File: src/rtl/cs_tx_sched_pkg.sv
// Shared definitions for the TX scheduler: FSM state codes (also exported on
// state_dbg), error-counter width and the select-width helper.
package cs_tx_sched_pkg;

  typedef enum logic [3:0] {
    ST_IDLE = 4'h0,
    ST_SEND = 4'h2,
    ST_DROP = 4'h3,
    ST_DONE = 4'h4,
    ST_GAP  = 4'h5,
    ST_ABRT = 4'h6
  } state_t;

  localparam int ERR_W = 8;
  localparam logic [ERR_W-1:0] ERR_MAX = '1;

  function automatic int sel_w(input int n);
    return (n <= 1) ? 1 : $clog2(n);
  endfunction

endpackage

File: src/rtl/cs_tx_sched_rr_pick.sv
// Combinational round-robin picker: first set request scanning upward from
// last+1, wrapping modulo NUM_REQ.
module cs_rr_pick #(
  parameter int NUM_REQ = 4,
  parameter int SELW    = 2
) (
  input  logic [NUM_REQ-1:0] req,
  input  logic [SELW-1:0]    last,
  output logic               valid,
  output logic [SELW-1:0]    idx
);

  logic [NUM_REQ-1:0] rot;

  function automatic logic [SELW-1:0] wrap_idx(input logic [SELW-1:0] base, input int off);
    int s;
    s = (int'(base) + off) % NUM_REQ;
    return s[SELW-1:0];
  endfunction

  // rot[k] is the request k+1 positions after the last granted source
  for (genvar gi = 0; gi < NUM_REQ; gi++) begin : g_rot
    assign rot[gi] = req[wrap_idx(last, gi + 1)];
  end

  always_comb begin
    valid = |rot;
    idx   = '0;
    for (int k = NUM_REQ - 1; k >= 0; k--) begin
      if (rot[k]) idx = wrap_idx(last, k + 1);
    end
  end

endmodule

File: src/rtl/cs_tx_sched.sv
// Round-robin scheduler sharing one TX engine among NUM_REQ frame sources,
// with a 4-phase fs/fd handshake, send timeout and inter-frame gap.
module cs_tx_sched
  import cs_tx_sched_pkg::*;
#(
  parameter  int NUM_REQ = 4,
  parameter  int TIMEOUT = 50000,
  parameter  int GAP_CYC = 8,
  localparam int SELW    = sel_w(NUM_REQ)
) (
  input  logic               clk,
  input  logic               rst,
  input  logic [NUM_REQ-1:0] fs_req,
  output logic [NUM_REQ-1:0] fd_req,
  input  logic               fifo_full,
  output logic               fs_tx,
  input  logic               fd_tx,
  output logic [SELW-1:0]    tx_sel,
  output logic               err_timeout,
  output logic [ERR_W-1:0]   err_cnt,
  output logic [3:0]         state_dbg
);

  localparam int TW = $clog2(TIMEOUT + 1);
  localparam int GW = $clog2(GAP_CYC + 1);

  state_t           state_reg, state_next;
  logic [SELW-1:0]  tx_sel_reg, last_reg;
  logic [TW-1:0]    timer_reg;
  logic [GW-1:0]    gap_reg;
  logic [ERR_W-1:0] err_cnt_reg;
  logic             pick_valid;
  logic [SELW-1:0]  pick_idx;

  cs_rr_pick #(
    .NUM_REQ(NUM_REQ),
    .SELW   (SELW)
  ) u_pick (
    .req  (fs_req),
    .last (last_reg),
    .valid(pick_valid),
    .idx  (pick_idx)
  );

  always_ff @(posedge clk or posedge rst) begin
    if (rst) state_reg <= ST_IDLE;
    else     state_reg <= state_next;
  end

  always_comb begin
    state_next = state_reg;
    case (state_reg)
      ST_IDLE: if (pick_valid && !fifo_full) state_next = ST_SEND;
      // a done arriving on the final timer cycle still completes normally
      ST_SEND: begin
        if (fd_tx)                                 state_next = ST_DROP;
        else if (timer_reg == TW'(TIMEOUT - 1))    state_next = ST_ABRT;
      end
      ST_DROP: if (!fd_tx) state_next = ST_DONE;
      ST_DONE: state_next = ST_GAP;
      ST_ABRT: state_next = ST_GAP;
      ST_GAP:  if (gap_reg == GW'(GAP_CYC - 1)) state_next = ST_IDLE;
      default: state_next = ST_IDLE;
    endcase
  end

  always_comb begin
    fs_tx       = (state_reg == ST_SEND);
    err_timeout = (state_reg == ST_ABRT);
    fd_req      = '0;
    if (state_reg == ST_DONE) fd_req[tx_sel_reg] = 1'b1;
  end

  // last tracks every grant, aborted ones included, so a hung source rotates out
  always_ff @(posedge clk or posedge rst) begin
    if (rst) begin
      tx_sel_reg  <= '0;
      last_reg    <= SELW'(NUM_REQ - 1);
      timer_reg   <= '0;
      gap_reg     <= '0;
      err_cnt_reg <= '0;
    end else begin
      if (state_reg == ST_IDLE && state_next == ST_SEND) begin
        tx_sel_reg <= pick_idx;
        last_reg   <= pick_idx;
      end
      timer_reg <= (state_reg == ST_SEND) ? timer_reg + 1'b1 : '0;
      gap_reg   <= (state_reg == ST_GAP)  ? gap_reg + 1'b1   : '0;
      if (state_reg == ST_ABRT && err_cnt_reg != ERR_MAX)
        err_cnt_reg <= err_cnt_reg + 1'b1;
    end
  end

  assign tx_sel    = tx_sel_reg;
  assign err_cnt   = err_cnt_reg;
  assign state_dbg = state_reg;

endmodule

File: config.mk
export PLATFORM = sky130hd
export DESIGN_NAME = cs_tx_sched
export DESIGN_NICKNAME = d
export VERILOG_FILES = /design/src/rtl/cs_tx_sched_pkg.sv /design/src/rtl/cs_tx_sched_rr_pick.sv /design/src/rtl/cs_tx_sched.sv
export SDC_FILE = /design/constraint.sdc
export NUM_CORES = 1
export LEC_CHECK = 0
export ABC_AREA = 1
export BUFFER_PORTS_ARGS = -buffer_cell sky130_fd_sc_hd__buf_2
export CORE_MARGIN = 5
export CORE_UTILIZATION = 60
export CTS_CLUSTER_SIZE = 25
export DETAILED_ROUTE_END_ITERATION = 6
export PLACE_DENSITY = 0.87
export SLEW_MARGIN = 20
export SYNTH_ARGS = -nofsm -noshare
export SYNTH_HDL_FRONTEND = slang
export SYNTH_HIERARCHICAL = 1
export SYNTH_SLANG_ARGS = --single-unit
File: constraint.sdc
create_clock -name clk -period 4 [get_ports clk]
set_input_delay 0.2 -clock clk [delete_from_list [all_inputs] [get_ports clk]]
set_output_delay 0.2 -clock clk [all_outputs]
set_load 0.05 [all_outputs]
# --- Word level (Yosys, flattened, before mapping) ---
# Cells that the tools add are included.
totals:
  register_bits: 36
  word_cells: 59
classes:
  reduce_logical: 8
  eq_ne: 9
  n_lt_le_gt_ge: 6
  addsub: 7
  mux: 23
op_table:
  columns: ["operator", "n"]
  rows:
  - ["$mux 4", 7]
  - ["$pmux 4 s5", 1]
  - ["$add 16x1->16 const B", 1]
  - ["$eq 16x16->1 const B", 1]
  - ["$eq 4x3->1 const B", 4]
  - ["$mux 16", 1]
  - ["$lt 2x3->1 const B", 5]
  - ["$eq 4x2->1 const B", 3]
  - ["$add 8x1->8 const B", 1]
  - ["$bmux 1 s2", 4]
  - ["$mux 2", 4]
  - ["$ne 8x8->1 const B", 1]
  - ["$mux 1", 5]
  - ["$add 2x1->2 const B", 2]
  - ["$add 2x2->2 const B", 2]
  - ["$add 4x1->4 const B", 1]
  - ["$logic_and 1x1->1", 4]
  - ["$logic_not 4->1", 1]
  - ["$reduce_or 4->1", 1]
  - ["$demux 1 s2", 1]
  - ["$ge 2x1->1 const B", 1]
  - ["$reduce_or 2->1", 1]
  - ["$logic_not 1->1", 1]

# --- Logic depth before layout (Yosys ltp) ---
logic_depth:
  word_depth: 9
  mapped_depth: 12
  mapped_depth_nobuf: 11

# --- By module ---
# Netlist, hierarchy kept.
modules_own_cells:
  columns: ["module", "area_per_inst_um2", "n_inst", "cells_each", "seq_area_each_um2"]
  rows:
  - ["cs_tx_sched", 1933.1, 1, 241, 903.4]
  - ["cs_rr_pick", 226.5, 1, 49, 0.0]

# --- Least setup slack after synthesis ---
# No wires, ideal clock.
synth_timing:
  path_type: "register to output"
  start: "register state_reg[2] (netlist: state_dbg[2])"
  end: "output port fd_req[0]"
  path_stages_with_launch: 5
  t_arrival_ns: 2.081
  path_buffers: 0
  slack_ns: 1.719
  required_ns: 3.800
  path_cell_list: "dfrtp_1 inv_2 nor2_4 nand3_1 nor3_1"
synth_via:
  elab_chain_cells: 2
synth_lines:
  columns: ["element", "line_no", "rtl"]
  rows:
  - ["from (decl)", "cs_tx_sched.sv:27", "state_t state_reg, state_next;"]
  - ["from (signal assigned)", "cs_tx_sched.sv:47", "else state_reg <= state_next;"]
  - ["$eq 4x3->1", "cs_tx_sched.sv:71", "if (state_reg == ST_DONE) fd_req[tx_sel_reg] = 1'b1;"]
  - ["$mux 4", "cs_tx_sched.sv:71", null]
  - ["to (decl)", "cs_tx_sched.sv:14", "output logic [NUM_REQ-1:0] fd_req,"]
# Every way passes these cells.

# --- Worst setup path in the final report ---
layout_timing:
  start: "register state_reg[0] (netlist: state_dbg[0])"
  end: "output port fs_tx"
layout_via:
  elab_chain_cells: 1
layout_lines:
  columns: ["element", "line_no", "rtl"]
  rows:
  - ["$eq 4x2->1", "cs_tx_sched.sv:68", "fs_tx = (state_reg == ST_SEND);"]
  - ["to (decl)", "cs_tx_sched.sv:16", "output logic fs_tx,"]
# Every way passes these cells.

==> out/qor.csv <==
stage,metric,value,unit
final_layout,multi_input_area,1079,µm²
global_routing,grt_max_degree,37,
clock_network,clkSlewWorstSetupHoldPaths,0.12,ns
synthesis,avgSynthCellArea,7.447,µm²
final_layout,fillers,280,
clock_network,cts_tree,yes,
place,place_area,2349,µm²
final_layout,regArea,903.4,µm²
place,place_worst_setup_slack,2.408,ns
worst_hold_path,worstHoldEndpoint,state_dbg[2]$_DFF_PP0_,
final_layout,finalNonFillerCells,372,
synthesis,synth_top_area_share,39.40,%
worst_hold_path,min_path_type,in2reg,
worst_hold_path,min_from,fd_tx,
synthesis,synth_top_area_cell,dfrtp_1,
drt,drc,0,
global_routing,grt_pass1_wl,7272,µm
timing,min_period,1.833,ns
setup_path,cp_slowest_cell,dfrtp_1,
setup_path,arrival,1.63,ns
pwr,power.density,418.1,nW/µm²
setup_path,crit_required,3.80,ns
final_layout,diodes,0,
outcome,outcome,completed,
clock_network,cts_root_buffer,clkbuf_4,
setup_path,r2r_slack,2.37,ns
synthesis,yosysWarnings,6,
setup_path,critPathKind,reg2out,
synthesis,ys_ff_latch,36,
pwr,peakVddDrop,287.5,µV
timing,fin_crit_sh,45.83,%
timing,worst_slack,2.167,ns
drt,routedWlPerCell,10.94,µm
synthesis,syn_area,2160,µm²
global_routing,grt.total_usage,17.89,%
synthesis,synth_area_leaders,"dfrtp_1, nand2_1, inv_1, nor2_1, nand3_1",
drt,ant_nets,0,
global_routing,grt_pass1_vias,1726,
drt,drt_first_pass_iters,4,
die,ios,28,
clock_network,cts_buffers,5,
clock_network,cts_sinks,36,
die,dieArea,4899,µm²
place,hpwl,3243,µm
die,row_count,21,
timing,hold_viol,0,
setup_path,cpPeakStageDelay,0.46,ns
worst_hold_path,hold_depth,4,
setup_path,cp_max_fo,10,
drt,vias,1873,
setup_path,path_cells,"inv_1, nand2_2, nor2_4, buf_2",
die,die_h,70.00,µm
synthesis,syn-num-nets,301,
pwr,power,1.020,mW
drt,finalWirelength,4071,µm
setup_path,r2r-start,last_reg[0]$_DFFE_PP1P_,
final_layout,largest_reg_flops,16,
timing,rsz0062_at_grt,no,
place,dp_cells,363,
final_layout,fin_util,71.39,%
die,die_w,70.00,µm
job,maxCapViolCount,0,
final_layout,drive_above_1_share,21.17,%
timing,clock.fmax,545.5,MHz
clock_network,clk_latency,0.34,ns
die,core_area,3416,µm²
setup_path,worst_r2r_path_depth,8,
drt,drt_iter0_markers,94,
place,finalWeightedCongestion,0.8826,
clock_network,clock_path_buffers,2,
final_layout,design_area,2439,µm²
global_routing,antenna_found_initial,0,
setup_path,start_kind,register,
timing,slew_violations,0,
die,initial_utilization,63.22,%
setup_path,critical_path.endpoint_type,output pin,
timing,fin_tns_setup,0,ns
clock_network,post_cts_resized,0,
place,io_buffers,27,
timing,whs,0.1121,ns
global_routing,grt-ovfl-total,0,
final_layout,nNetsFinal,336,
synthesis,ys_types,32,
drt,avgViaCountPerCell,5.035,
pwr,leakage,1.228,nW
timing,setup_violations,0,
setup_path,reg2reg_to,tx_sel[1]$_DFFE_PP0P_,
final_layout,syn2layout_area_growth,12.92,%
clock_network,h-tree-depth,2,
synthesis,synth_seq_area_share,41.83,%
timing,clock_skew,0.01445,ns
synthesis,syn-instance-count,290,
clock_network,post_cts_buffers,0,
## per-layer routing
metal | vias to the layer above | GRT usage (%) | part of all wire [%]
li1 | 969 | - | -
met1 | 859 | 22.55 | 45
met2 | 39 | 30.64 | 50
met3 | 6 | 4.161 | 4.6
met4 | 0 | 4.894 | 0.93
met5 | - | 0 | 0
## cells in the mapped netlist, drive strengths merged
master,number
o21ai,12
dfstp,2
clkinv,2
buf,1
conb,1
nand2,98
and2,4
inv,39
nor3b,2
nand3b,3
dfrtp,34
xor2,10
ha,3
nor3,5
nand4,2
nor2,43
a21oi,6
nand3,23
## critical path, delay by kind of cell (launching register included)
kind / cells / cell delay, ns
buf+inv: 2 / 0.47
flops: 1 / 0.46
simple gates: 2 / 0.36
## cell type report
class / instances / share of cell area, %
timing repair buffer: 29 / 6.260
sequential: 36 / 37.04
inverter: 41 / 6.824
multi-input combinational: 212 / 44.23
clock buffer: 5 / 1.539
clock inverter: 3 / 1.744
tap: 46 / 2.360
## where the power goes
part	switching (mW)	leakage, nW	internal [mW]	total [mW]
registers	0.0442	0.489	0.399	0.443
logic	0.221	0.698	0.0990	0.320
clock network	0.127	0.0412	0.130	0.257
## layout by cell type, fill, tap and decap left out, drive strengths merged, types with 3 or more instances in the layout
cell and instances:
nand2 98, nor2 43, inv 39, dfrtp 34, buf 28, nand3 23
o21ai 12, xor2 10, a21oi 6, nor3 5, clkbuf 5, and2 4
nand3b 3, ha 3, clkinv 3
## cells by family after synthesis
family          count (synthesis)  synth area share, %
simple gates                  180                39.46
buf+inv                        42                8.227
flops                          36                41.83
compound gates                 18                4.519
xor+xnor                       10                4.055
fa+ha+maj                       3                1.738
other cells                     1               0.1736
## timing repair
action	in CTS	in global routing
endpoints found under the setup margin	0	0
hold buffers	1	0
hold endpoints to repair	34	0
## how the worst max path moves through the flow
stage / startpoint / end / depth (start not counted)
floorplan: state_dbg[2]$_DFF_PP0_ / fd_req[0] / 4
global placement: last_reg[0]$_DFFE_PP1P_ / last_reg[0]$_DFFE_PP1P_ / 8
detailed placement: last_reg[0]$_DFFE_PP1P_ / last_reg[1]$_DFFE_PP1P_ / 8
CTS: state_dbg[0]$_DFF_PP0_ / fs_tx / 4
global route: state_dbg[0]$_DFF_PP0_ / fd_req[1] / 4
finish: state_dbg[0]$_DFF_PP0_ / fs_tx / 4
Power figures use the tool's default switching activity.
